<file path="src/rtl/cart_mem_arbiter_if.sv">
// cart_mem_arbiter_if: requester A/B, memory channel and status bundle.
// slave = arbiter side, master = mapper/coprocessor/memory side.
interface cart_mem_arbiter_if #(
  parameter int ADDR_W = 24
);
  logic              a_req;
  logic [ADDR_W-1:0] a_addr;
  logic              a_we;
  logic [15:0]       a_d;
  logic              a_word;
  logic              a_ack;
  logic [15:0]       a_q;

  logic              b_req;
  logic [ADDR_W-1:0] b_addr;
  logic              b_we;
  logic [15:0]       b_d;
  logic              b_word;
  logic              b_ack;
  logic [15:0]       b_q;

  logic              mem_req;
  logic [ADDR_W-1:0] mem_addr;
  logic              mem_we;
  logic [15:0]       mem_d;
  logic              mem_word;
  logic              mem_ack;
  logic [15:0]       mem_q;

  logic              owner_b;
  logic              timeout_err;

  modport slave (
    input  a_req, a_addr, a_we, a_d, a_word,
    output a_ack, a_q,
    input  b_req, b_addr, b_we, b_d, b_word,
    output b_ack, b_q,
    output mem_req, mem_addr, mem_we, mem_d, mem_word,
    input  mem_ack, mem_q,
    output owner_b, timeout_err
  );

  modport master (
    output a_req, a_addr, a_we, a_d, a_word,
    input  a_ack, a_q,
    output b_req, b_addr, b_we, b_d, b_word,
    input  b_ack, b_q,
    input  mem_req, mem_addr, mem_we, mem_d, mem_word,
    output mem_ack, mem_q,
    input  owner_b, timeout_err
  );
endinterface

</file>
<file path="src/rtl/cart_mem_arbiter.sv">
// cart_mem_arbiter: A-priority arbiter for the cartridge memory channel.
// Optional BUSY watchdog enabled by defining ARB_TIMEOUT_EN.
module cart_mem_arbiter #(
  parameter int ADDR_W   = 24,
  parameter int MAX_SKIP = 3,
  parameter int TIMEOUT  = 255
) (
  input logic               mclk,
  input logic               rst,
  cart_mem_arbiter_if.slave bus
);
  localparam logic [1:0] IDLE = 2'd0;
  localparam logic [1:0] BUSY = 2'd1;
  localparam logic [1:0] DONE = 2'd2;

  localparam int SKW =
    (MAX_SKIP < 4) ? 2 : $clog2(MAX_SKIP + 1);
  localparam logic [SKW-1:0] SKIP_TOP = SKW'(MAX_SKIP);

  logic [1:0]     state;
  logic [SKW-1:0] skip_cnt;
  logic           any_req;
  logic           pick_b;
  logic           grant;
  logic           finish;
  logic           expired;
  logic [15:0]    fin_q;

  // Winner selection and completion qualifiers
  always_comb begin
    any_req = bus.a_req | bus.b_req;
    pick_b  = bus.b_req &
              (~bus.a_req | (skip_cnt == SKIP_TOP));
    grant   = (state == IDLE) & any_req;
    finish  = (state == BUSY) & (bus.mem_ack | expired);
    fin_q   = bus.mem_ack ? bus.mem_q : 16'hFFFF;
  end

  // IDLE -> BUSY -> DONE -> IDLE; DONE is the dead cycle
  always_ff @(posedge mclk) begin
    if (rst) begin
      state <= IDLE;
    end else begin
      unique case (state)
        IDLE:    if (any_req) state <= BUSY;
        BUSY:    if (finish) state <= DONE;
        DONE:    state <= IDLE;
        default: state <= IDLE;
      endcase
    end
  end

  // Count A grants that jumped a waiting B
  always_ff @(posedge mclk) begin
    if (rst) begin
      skip_cnt <= '0;
    end else if (grant) begin
      if (pick_b) begin
        skip_cnt <= '0;
      end else if (bus.b_req &&
                   skip_cnt != SKIP_TOP) begin
        skip_cnt <= skip_cnt + 1'b1;
      end
    end
  end

  // Latch the winner's command and pulse mem_req
  always_ff @(posedge mclk) begin
    if (rst) begin
      bus.mem_req  <= 1'b0;
      bus.mem_addr <= {ADDR_W{1'b0}};
      bus.mem_we   <= 1'b0;
      bus.mem_d    <= 16'h0000;
      bus.mem_word <= 1'b0;
      bus.owner_b  <= 1'b0;
    end else begin
      bus.mem_req <= grant;
      if (grant) begin
        bus.owner_b <= pick_b;
        if (pick_b) begin
          bus.mem_addr <= bus.b_addr;
          bus.mem_we   <= bus.b_we;
          bus.mem_d    <= bus.b_d;
          bus.mem_word <= bus.b_word;
        end else begin
          bus.mem_addr <= bus.a_addr;
          bus.mem_we   <= bus.a_we;
          bus.mem_d    <= bus.a_d;
          bus.mem_word <= bus.a_word;
        end
      end
    end
  end

  // Completion: ack pulse and q load for the owner only
  always_ff @(posedge mclk) begin
    if (rst) begin
      bus.a_ack <= 1'b0;
      bus.b_ack <= 1'b0;
      bus.a_q   <= 16'h0000;
      bus.b_q   <= 16'h0000;
    end else begin
      bus.a_ack <= finish & ~bus.owner_b;
      bus.b_ack <= finish & bus.owner_b;
      if (finish && !bus.owner_b) bus.a_q <= fin_q;
      if (finish && bus.owner_b)  bus.b_q <= fin_q;
    end
  end

`ifdef ARB_TIMEOUT_EN
  localparam int TW =
    (TIMEOUT < 2) ? 1 : $clog2(TIMEOUT);

  logic [TW-1:0] busy_cnt;

  // Last BUSY cycle before a forced completion
  assign expired = (busy_cnt == TW'(TIMEOUT - 1));

  // Cycles spent in BUSY since the grant
  always_ff @(posedge mclk) begin
    if (rst) begin
      busy_cnt <= '0;
    end else if (grant) begin
      busy_cnt <= '0;
    end else if (state == BUSY && !expired) begin
      busy_cnt <= busy_cnt + 1'b1;
    end
  end

  // Sticky flag: set on a forced completion
  always_ff @(posedge mclk) begin
    if (rst) begin
      bus.timeout_err <= 1'b0;
    end else if (finish && !bus.mem_ack) begin
      bus.timeout_err <= 1'b1;
    end
  end
`else
  assign expired = 1'b0;
  // TIMEOUT is a non-negative count, so this ties the flag low
  assign bus.timeout_err = (TIMEOUT < 0);
`endif

endmodule

</file>
<file path="src/flat_wrapper.sv">
// flat-port wrapper written by rule: the top's interface ports become plain ports
module cart_mem_arbiter_flat 
#(
  parameter int ADDR_W   = 24,
  parameter int MAX_SKIP = 3,
  parameter int TIMEOUT  = 255
)
  (mclk, rst, bus_a_req, bus_a_addr, bus_a_we, bus_a_d, bus_a_word, bus_a_ack, bus_a_q, bus_b_req, bus_b_addr, bus_b_we, bus_b_d, bus_b_word, bus_b_ack, bus_b_q, bus_mem_req, bus_mem_addr, bus_mem_we, bus_mem_d, bus_mem_word, bus_mem_ack, bus_mem_q, bus_owner_b, bus_timeout_err);
  cart_mem_arbiter_if #(.ADDR_W(ADDR_W)) bus_i ();
  input logic mclk;
  input logic rst;
  input wire logic [$bits(bus_i.a_req)-1:0] bus_a_req;
  input wire logic [$bits(bus_i.a_addr)-1:0] bus_a_addr;
  input wire logic [$bits(bus_i.a_we)-1:0] bus_a_we;
  input wire logic [$bits(bus_i.a_d)-1:0] bus_a_d;
  input wire logic [$bits(bus_i.a_word)-1:0] bus_a_word;
  output wire logic [$bits(bus_i.a_ack)-1:0] bus_a_ack;
  output wire logic [$bits(bus_i.a_q)-1:0] bus_a_q;
  input wire logic [$bits(bus_i.b_req)-1:0] bus_b_req;
  input wire logic [$bits(bus_i.b_addr)-1:0] bus_b_addr;
  input wire logic [$bits(bus_i.b_we)-1:0] bus_b_we;
  input wire logic [$bits(bus_i.b_d)-1:0] bus_b_d;
  input wire logic [$bits(bus_i.b_word)-1:0] bus_b_word;
  output wire logic [$bits(bus_i.b_ack)-1:0] bus_b_ack;
  output wire logic [$bits(bus_i.b_q)-1:0] bus_b_q;
  output wire logic [$bits(bus_i.mem_req)-1:0] bus_mem_req;
  output wire logic [$bits(bus_i.mem_addr)-1:0] bus_mem_addr;
  output wire logic [$bits(bus_i.mem_we)-1:0] bus_mem_we;
  output wire logic [$bits(bus_i.mem_d)-1:0] bus_mem_d;
  output wire logic [$bits(bus_i.mem_word)-1:0] bus_mem_word;
  input wire logic [$bits(bus_i.mem_ack)-1:0] bus_mem_ack;
  input wire logic [$bits(bus_i.mem_q)-1:0] bus_mem_q;
  output wire logic [$bits(bus_i.owner_b)-1:0] bus_owner_b;
  output wire logic [$bits(bus_i.timeout_err)-1:0] bus_timeout_err;
  assign bus_i.a_req = bus_a_req;
  assign bus_i.a_addr = bus_a_addr;
  assign bus_i.a_we = bus_a_we;
  assign bus_i.a_d = bus_a_d;
  assign bus_i.a_word = bus_a_word;
  assign bus_a_ack = bus_i.a_ack;
  assign bus_a_q = bus_i.a_q;
  assign bus_i.b_req = bus_b_req;
  assign bus_i.b_addr = bus_b_addr;
  assign bus_i.b_we = bus_b_we;
  assign bus_i.b_d = bus_b_d;
  assign bus_i.b_word = bus_b_word;
  assign bus_b_ack = bus_i.b_ack;
  assign bus_b_q = bus_i.b_q;
  assign bus_mem_req = bus_i.mem_req;
  assign bus_mem_addr = bus_i.mem_addr;
  assign bus_mem_we = bus_i.mem_we;
  assign bus_mem_d = bus_i.mem_d;
  assign bus_mem_word = bus_i.mem_word;
  assign bus_i.mem_ack = bus_mem_ack;
  assign bus_i.mem_q = bus_mem_q;
  assign bus_owner_b = bus_i.owner_b;
  assign bus_timeout_err = bus_i.timeout_err;
  cart_mem_arbiter #(.ADDR_W(ADDR_W), .MAX_SKIP(MAX_SKIP), .TIMEOUT(TIMEOUT)) u_core (.mclk(mclk), .rst(rst), .bus(bus_i));
endmodule
</file>
<file path="config.mk">
export PLATFORM = sky130hd
export DESIGN_NAME = cart_mem_arbiter_flat
export DESIGN_NICKNAME = d
export VERILOG_FILES = /design/src/rtl/cart_mem_arbiter_if.sv /design/src/rtl/cart_mem_arbiter.sv /design/src/flat_wrapper.sv
export SDC_FILE = /design/constraint.sdc
export NUM_CORES = 1
export LEC_CHECK = 0
export ABC_AREA = 1
export BUFFER_PORTS_ARGS = -buffer_cell sky130_fd_sc_hd__buf_2
export CORE_MARGIN = 1
export CORE_UTILIZATION = 48
export DETAILED_ROUTE_END_ITERATION = 8
export PLACE_DENSITY_LB_ADDON = 0.12
export REMOVE_ABC_BUFFERS = 1
export SKIP_LAST_GASP = 1
export SLEW_MARGIN = 30
export SYNTH_ARGS = -nofsm -noshare
export SYNTH_HDL_FRONTEND = slang
export SYNTH_SLANG_ARGS = --single-unit
</file>
<file path="constraint.sdc">
create_clock -name mclk -period 1.7 [get_ports mclk]
set_input_delay 0.17 -clock mclk [delete_from_list [all_inputs] [get_ports mclk]]
set_output_delay 0.17 -clock mclk [all_outputs]
set_load 0.1 [all_outputs]
</file>
==> flow_metrics.tcl, run 1 <==
set metrics [dict create \
    portBuffers 182 \
    start_util_pct 49.9 \
    dr.pass1.iters 6 \
    post_cts_resized 0 \
    status "finished, final reports clean" \
    final_common_cell "nand2_1" \
    synthCells 699 \
    overflow 0 \
    cap_violations 0 \
    synthSimpleGateAreaFrac_pct 38.4 \
    worstSkewPairLatency_ns 0.34 \
    powerDensity_mw_per_mm2 1150 \
    synth.avg_cell_area_um2 5.93 \
    crit_fanout 5 \
    htreeDepth 3 \
    final_nets 968 \
    synth-seq-cells 82 \
    critical-path-slowest-cell "buf_2" \
    maxSlewViolCount 0 \
    grt_antenna_before_repair 0 \
    period_minus_slack_ns 1.41 \
    synth_compound_area_share_pct 5.65 \
    synth_mux_area_share_pct 0 \
    layout_common_cells "nand2_1 (198), buf_2 (182), nor2_1 (154), inv_1 (120), dfxtp_1 (82)" \
    routed_wl_um 10400 \
    clock-sinks 82 \
    numCtsBuffers 9 \
    synth_fa_ha_area_share_pct 0.302 \
    viasPerCell 4.62 \
    place.gp.congestion 0.753 \
    hold_violations 0 \
    dr_total_vias 4487 \
    synth_edf_count 0 \
    grt_pass1_vias 3893 \
    grt_max_degree 63 \
    start_kind "register" \
    rows 33 \
    max_stage_delay_ns 0.47 \
    synthArstFlopShare_pct 0 \
    leakage_nw 3.21 \
    dp_hpwl_um 7260 \
    areaGrowthSynthToFinish_pct 29.4 \
    drtIter0Drc 138 \
    netlist_area_mm2 0.00414 \
    diodes 0 \
    cts_tree "built" \
    hold_ws_ns 0.0591 \
    track_usage_pct 23.6 \
    crit_arrival_ns 1.24 \
    hold_buffers 0 \
    critPathBufInv 1 \
    period_share_pct 83.2 \
    finalSetupViolCount 0 \
    slew_headroom_pct 65.8 \
    synth-seq-area-share_pct 39.6 \
    cts_max_path_buffers 2 \
    rsz0062_at_grt "false" \
    final_cell_area_mm2 0.00536 \
    yosysWarnings 0 \
    postPlaceCellArea_mm2 0.00512 \
    fp.dieArea_mm2 0.00901 \
    grt_first_pass_wirelength_um 16900 \
    boundaryPins 184 \
    ys_types 19 \
    postRouteAntennaNets 0 \
    critPathCaptureType "output port" \
    synth_xor_area_share_pct 0 \
    holdCritPathClass "in -> reg" \
    ir_drop_v 0.000555 \
    root_buffer "clkbuf_8" \
    wl_per_cell_um 10.7 \
    clkTransAtPathRegs_ns 0.09 \
    post_cts_buffers 0 \
    path_delay_family "buffers and inverters" \
    critical_path_class "reg -> out" \
    max_clock_freq_ghz 0.707 \
    crit_required_ns 1.53 \
    clock_skew_ns 0.0120 \
    post-route-util_pct 64.6 \
    rrSetupSlack_ns 0.31 \
    drc 0 \
    worstPathCellList "buf_2" \
    fp.coreArea_mm2 0.00830 \
    worst_slew_pin_slew_ns 0.516 \
    synth_top_family_by_area "simple AND/OR/NAND/NOR gates" \
    fillers 811 \
    die_h_um 94.9 \
    synth_ff_type "dfxtp_1" \
    drive_gt1_share_pct 25.1 \
    fp.dieW_um 94.9 \
]
Yosys cell counts (2+ instances only):
cell type,count,area [um2]
nand2_1,199,747
nor2_1,154,578
inv_1,120,450
dfxtp_1,82,1640
nand3_1,45,225
a21oi_1,44,220
buf_2,26,130
clkbuf_1,11,41.3
buf_1,3,11.3
inv_2,3,11.3
buf_4,2,15.0
nand4_1,2,12.5
nor2_2,2,12.5
worst register-to-register path, delay by kind of cell (launching register included):
kind | cells | cell delay [ns]
flip-flops | 1 | 0.38
buffers and inverters | 2 | 0.37
AND/OR/NAND/NOR | 3 | 0.25
adder cells (fa/ha/maj) | 1 | 0.19
AO/OA/AOI/OAI | 1 | 0.12
path summary, 6_finish.rpt:
kind | startpoint | endpoint | depth (start not counted)
worst max-delay path | u_core.bus.owner_b | bus_owner_b | 1
worst min-delay path | bus_mem_q[15] | u_core.bus.b_q[15] | 3
worst max register to register | u_core.skip_cnt[0] | u_core.bus.mem_addr[6] | 7
worst min register to register | u_core.bus.a_q[9] | u_core.bus.a_q[9] | 2
flip-flops by register name (all words and copies together) (netlist names):
register	cells
u_core.bus.a_ack	1
u_core.bus.a_q	16
u_core.bus.b_ack	1
u_core.bus.b_q	16
u_core.bus.mem_addr	24
u_core.bus.mem_d	16
u_core.bus.mem_req	1
u_core.bus.mem_we	1
u_core.bus.mem_word	1
u_core.bus.owner_b	1
u_core.skip_cnt	2
u_core.state	2
metal layers:
layer	track usage [%]	vias to the layer above	wire length, um	share of wire (%)
met4	9.72	0	180	1.7
met3	4.59	14	746	7.2
met2	39.9	169	4880	47
li1	-	2366	-	-
met5	0	-	0	0
met1	29.2	1938	4550	44
power by group:
| part | leakage [nW] | internal [W] | switching (W) |
|---|---|---|---|
| logic | 2.42 | 0.000477 | 0.00186 |
| clock network | 0.116 | 0.000916 | 0.000722 |
| registers | 0.675 | 0.00210 | 0.0000916 |
through the flow:
stage / power (W) / instances / worst slack (ns) / TNS, ns
global route: 0.00649 / 972 / 0.167 / 0
global placement: 0.00454 / 956 / 0.410 / 0
CTS: 0.00622 / 972 / 0.259 / 0
finish: 0.00617 / 972 / 0.286 / 0
detailed placement: 0.00458 / 956 / 0.327 / 0
floorplan: 0.00406 / 657 / -0.575 / -34.32
cell type report:
class / instances / area [um2] / share of cell area, %
well taps: 105 / 131 / 2.45
flip-flops and latches: 82 / 1640 / 30.6
inverters: 123 / 462 / 8.61
multi-input cells: 452 / 1850 / 34.5
clock buffers: 11 / 151 / 2.82
clock inverters: 5 / 85.1 / 1.59
repair buffers: 194 / 1040 / 19.4
cell families after synthesis:
| group | count (synthesis) |
|---|---|
| AO/OA/AOI/OAI | 46 |
| adder cells (fa/ha/maj) | 1 |
| buffers and inverters | 165 |
| flip-flops | 82 |
| other | 1 |
| AND/OR/NAND/NOR | 404 |
(Power assumes the default switching activity.)
==> run 2, diff against run 1 <==
ABC_AREA = 0   (was 1)
CORE_UTILIZATION = 42   (was 48)
clock period = 1.23 ns   (was 1.7 ns; I/O delays follow)
==> run 2 against run 1 <==
Net effect:
- the flow now finishes with violations (setup timing)
- via count decreased by 9.8%
- critical path depth is 5 higher
- cell count fell by 26%
- utilization is 2.8 points higher
- area after synthesis fell by 9.7%
- sequential power up 36%
- largest cell class unchanged
- largest power group unchanged
- highest routed layer unchanged
==> flow_metrics.tcl, run 2 <==
set metrics [dict create \
    status "finished with violations" \
    final_common_cell "buf_2" \
    overflow 0 \
    dr_total_vias 4049 \
    postRouteAntennaNets 0 \
    drive_gt1_share_pct 54.6 \
    track_usage_pct 24.8 \
    portBuffers 182 \
    synth_most_common_cell "dfxtp_1" \
    finalSetupViolCount 53 \
    drtIter0Drc 146 \
    cts_tree "built" \
    grt_max_degree 47 \
    finalSetupTns_ns -7.29 \
    dp_hpwl_um 7530 \
    synth_area_leader_cell "dfxtp_1" \
    netlist_area_mm2 0.00374 \
    synth.avg_cell_area_um2 8.78 \
    post-route-util_pct 67.4 \
    clock-sinks 82 \
    boundaryPins 184 \
    violations "setup timing" \
    dp.cells 696 \
    worstSkewPairLatency_ns 0.35 \
    synth_top_cell_area_share_pct 43.9 \
    wl_per_cell_um 16.7 \
    root_buffer "clkbuf_8" \
    cts_max_path_buffers 2 \
    critPathCaptureType "register" \
    synth_ff_type "dfxtp_1" \
    critical_path_class "reg -> reg" \
    crit_arrival_ns 1.70 \
    cap_violations 0 \
    total_power_w 0.00852 \
    synth.area.top_cells "dfxtp_1 (44%), a311oi_2 (16%), a21oi_1 (10%)" \
    ir_drop_v 0.000688 \
    layout_common_cells "buf_2 (104), buf_4 (92), dfxtp_1 (77), a21oi_1 (65), nand2_1 (56)" \
    ys_types 31 \
    regMostFlops "u_core.bus.mem_addr" \
    die_h_um 96.4 \
    yosysWarnings 0 \
    setup_slack_ns -0.208 \
    synthCells 426 \
    grt_antenna_before_repair 1 \
    synth_common_cells "dfxtp_1 (82), a21oi_1 (78), nand2_1 (67), nand3_1 (43), o21ai_0 (42)" \
    fp.dieW_um 96.4 \
    start_kind "register" \
    dr.pass1.iters 4 \
    crit_fanout 7 \
    grt_first_pass_wirelength_um 17600 \
    largest_reg_flops 24 \
    hold_violations 0 \
    final_nets 716 \
    maxSlewViolCount 0 \
    period_share_pct 117 \
    holdCritPathClass "in -> reg" \
    synth-seq-cells 82 \
    rr_worst_depth 6 \
    routed_wl_um 12100 \
    crit_required_ns 1.49 \
    max_clock_freq_ghz 0.695 \
    clkTransAtPathRegs_ns 0.08 \
    grt_pass1_vias 3649 \
    numCtsBuffers 9 \
    rsz0062_at_grt "true" \
    drc 0 \
    start_util_pct 43.1 \
    htreeDepth 3 \
    place.gp.congestion 0.727 \
    powerDensity_mw_per_mm2 1460 \
    leakage_nw 2.43 \
    synthArstFlopShare_pct 0 \
    instances_no_fill 724 \
    fp.coreArea_mm2 0.00868 \
    synth_edf_count 0 \
    areaGrowthSynthToFinish_pct 56.4 \
    hold_depth 3 \
    rows 34 \
    clock_skew_ns 0.00949 \
    fp.dieArea_mm2 0.00929 \
    viasPerCell 5.59 \
    period_minus_slack_ns 1.44 \
    synth-seq-area-share_pct 43.9 \
]
[run 2: cells by family (layout without fill, tap and decap cells)]
kind of cell               count (synthesis)  in the layout  share of synthesized area (%)
and+or+nand+nor                          128            128                           15.9
AOI/OAI and AO/OA                        163            163                           32.9
other                                      1              2                          0.100
buffers and inverters                     51            240                           6.89
DFF                                       82             82                           43.9
adders and majority gates                  1              1                          0.335
[run 2: final cells by class]
type,instances,area [um2]
Clock inverter,6,113
Antenna cell,1,2.50
Sequential cell,82,1650
Fill cell,723,2830
Tap cell,108,135
Inverter,1,3.75
Multi-Input combinational cell,293,2070
Clock buffer,10,138
Timing Repair Buffer,223,1730
[run 2: metal layers]
metal  global-route usage, %  routed length [um]  share of wire [%]  up-vias
li1                        -                   -                  -     1928
met1                    30.0                4900                 40     1915
met2                    41.4                6040                 50      179
met3                    5.61                 860                7.1       27
met4                    12.3                 315                2.6        0
met5                       0                   0                  0        -
[run 2: final timing paths]
kind / startpoint / slack [ns] / end
max: u_core.skip_cnt[1] / -0.21 / u_core.bus.mem_addr[12]
min: bus_mem_q[1] / 0.02 / u_core.bus.a_q[1]
max reg2reg: u_core.skip_cnt[1] / -0.21 / u_core.bus.mem_addr[12]
min reg2reg: u_core.bus.b_q[8] / 0.46 / u_core.bus.b_q[8]
[run 2: stage by stage]
stage          instance area (um2)  setup slack (ns)  hold slack, ns
2_1_floorplan                 3490             -1.60           0.191
3_3_place_gp                  4940            -0.160           0.375
3_5_place_dp                  4940            -0.210           0.382
4_1_cts                       5590            -0.192         0.00454
5_1_grt                       5850            -0.259         0.00796
6_report                      5850            -0.208          0.0242
[run 2: what timing repair did]
action                                  in CTS  in global routing
gates resized for setup                    134                 61
buffers inserted                             4                  0
endpoints found under the setup margin     121                 60
hold buffers                                 0                  0
pin swaps                                   39                 28
gates cloned                                 5                  2
[run 2: report_power, final]
group / internal (W) / switching [W]
clock: 0.00141 / 0.000995
sequential: 0.00286 / 0.000127
combinational: 0.000907 / 0.00222
[run 2: worst max-delay path, stage by stage, from the launching register on]
cell	delay (ns)
dfxtp_2	0.34
ha_4	0.15
and2b_4	0.30
buf_12	0.13
buf_16	0.12
o21ai_2	0.06
a311oi_2	0.24
==> run 3, diff against run 2 <==
BUFFER_PORTS_ARGS = -buffer_cell sky130_fd_sc_hd__buf_4   (was -buffer_cell sky130_fd_sc_hd__buf_2)
==> run 3 against run 2 <==
Net effect:
- the run still ends with setup timing left
- fmax grew 0.46%
- clock-buffer cell count grew 2
- worst setup slack gained 0.0066 ns
- clock power shrank 19%
- cell count shrank 0.69%
- via count shrank 2.5%
- largest power group unchanged
- largest cell class unchanged
- die area is the same
- cell area grew 3.8%
- combinational power grew 2%
==> flow_metrics.tcl, run 3 (same netlist as run 2, synthesis figures left out) <==
set metrics [dict create \
    dr.pass1.iters 4 \
    maxSlewViolCount 0 \
    numCtsBuffers 9 \
    place.gp.congestion 0.746 \
    largest_reg_flops 24 \
    final_nets 712 \
    total_power_w 0.00811 \
    cts_max_path_buffers 2 \
    crit_arrival_ns 1.68 \
    viasPerCell 5.49 \
    dp_hpwl_um 7500 \
    top_layer "met4" \
    cts_tree "built" \
    max_stage_delay_ns 0.37 \
    crit_fanout 8 \
    fp.dieArea_mm2 0.00929 \
    setup_slack_ns -0.201 \
    hold_violations 0 \
    grt_first_pass_wirelength_um 17100 \
    areaGrowthSynthToFinish_pct 62.3 \
    finalSetupTns_ns -8.20 \
    path_delay_family "simple AND/OR/NAND/NOR gates" \
    met3_length_um 954 \
    status "finished with violations" \
    final_common_cell "buf_4" \
    overflow 0 \
    crit_required_ns 1.48 \
    critical_path_class "reg -> reg" \
    fp.coreArea_mm2 0.00868 \
    powerDensity_mw_per_mm2 1340 \
    start_util_pct 43.1 \
    dr_total_vias 3948 \
    instances_no_fill 719 \
    wl_met1_um 4920 \
    wl_per_cell_um 16.7 \
    violations "setup timing" \
    worstPathCellList "ha_2 > and2b_4 > clkbuf_16 > o21ai_1 > a311oi_2" \
    postRouteAntennaNets 0 \
    grt_pass1_vias 3643 \
    hold_buffers 0 \
    start_kind "register" \
    ir_drop_v 0.000790 \
    layout_common_cells "buf_4 (197), dfxtp_1 (78), a21oi_1 (50), nand3_1 (43), a311oi_2 (40)" \
    final-seq-area_mm2 0.00165 \
    worstSkewPairLatency_ns 0.34 \
    diodes 0 \
    grt_max_degree 42 \
    routed_wl_um 12000 \
    dp.cells 696 \
    fp.dieW_um 96.4 \
    dpl_worst_slack_ns -0.188 \
    critPathCaptureType "register" \
    htreeDepth 3 \
    drc 0 \
    critical-path-slowest-cell "and2b_4" \
    critPathBufInv 1 \
    root_buffer "clkbuf_8" \
    period_share_pct 116 \
    clock_skew_ns 0.00987 \
    wl_met2_um 5910 \
    rsz0062_at_grt "true" \
    regMostFlops "u_core.bus.mem_addr" \
    drtIter0Drc 166 \
    grt_antenna_before_repair 0 \
    drive_gt1_share_pct 57.1 \
    clock-sinks 82 \
    rows 34 \
    die_h_um 96.4 \
    clkTransAtPathRegs_ns 0.09 \
    finalSetupViolCount 69 \
    track_usage_pct 24.0 \
    leakage_nw 2.56 \
    cap_violations 0 \
    post-route-util_pct 69.9 \
    holdCritPathClass "in -> reg" \
    multiInputGateArea_mm2 0.00218 \
    boundaryPins 184 \
    period_minus_slack_ns 1.43 \
    max_clock_freq_ghz 0.699 \
    fillers 665 \
    portBuffers 182 \
]
## run 3: cell types whose count changed in the layout (fill, tap and decap cells not counted), sizes merged
| cell | before | now |
|---|---|---|
| clkinvlp | 0 | 1 |
| clkbuf | 14 | 17 |
| bufinv | 3 | 1 |
| inv | 2 | 1 |
| diode | 1 | 0 |
| buf | 219 | 214 |
## run 3: stage by stage
stage | instance area (um2) | hold WS [ns]
after floorplan | 3490 | 0.191
after global placement | 5370 | 0.383
after detailed placement | 5370 | 0.388
after CTS | 5580 | 0.0153
after global routing | 6070 | 0.00388
final | 6070 | 0.0273
## run 3: final timing paths
| kind | endpoint | start | slack, ns | cells past startpoint |
|---|---|---|---|---|
| setup / recovery | u_core.bus.mem_addr[14] | u_core.skip_cnt[1] | -0.20 | 5 |
| hold / removal | u_core.bus.b_q[5] | bus_mem_q[5] | 0.03 | 3 |
| setup reg to reg | u_core.bus.mem_addr[14] | u_core.skip_cnt[1] | -0.20 | 5 |
| hold reg to reg | u_core.bus.b_q[2] | u_core.bus.b_q[2] | 0.46 | 2 |
## run 3: where the power goes
part	switching, W	internal [W]	leakage (nW)
clock network	0.000959	0.000997	0.0966
logic	0.00222	0.000960	1.79
registers	0.000117	0.00286	0.675
## run 3: cell type report
type | instances | share of cell area, %
inverter | 1 | 0.0618
timing repair buffer | 219 | 31.4
clock inverter | 4 | 0.845
multi-input combinational | 293 | 35.9
sequential | 82 | 27.2
tap | 108 | 2.23
clock buffer | 12 | 2.39
## run 3: metal layers
layer | track usage (%) | vias up
li1 | - | 1913
met1 | 29.0 | 1856
met2 | 39.5 | 153
met3 | 8.06 | 26
met4 | 8.70 | 0
met5 | 0 | -
## run 3: timing repair
item | in CTS | in global routing
gates resized for setup | 3 | 124
cloned | 0 | 6
endpoints found under the hold margin | 0 | 0
pin swaps | 0 | 87
setup endpoints to repair | 45 | 78
setup buffers | 0 | 1
## run 3: worst register-to-register path, cell delays in order (launching register included)
cell and delay (ns):
dfxtp_2 0.33, ha_2 0.18, and2b_4 0.37, clkbuf_16 0.21, o21ai_1 0.09, a311oi_2 0.19
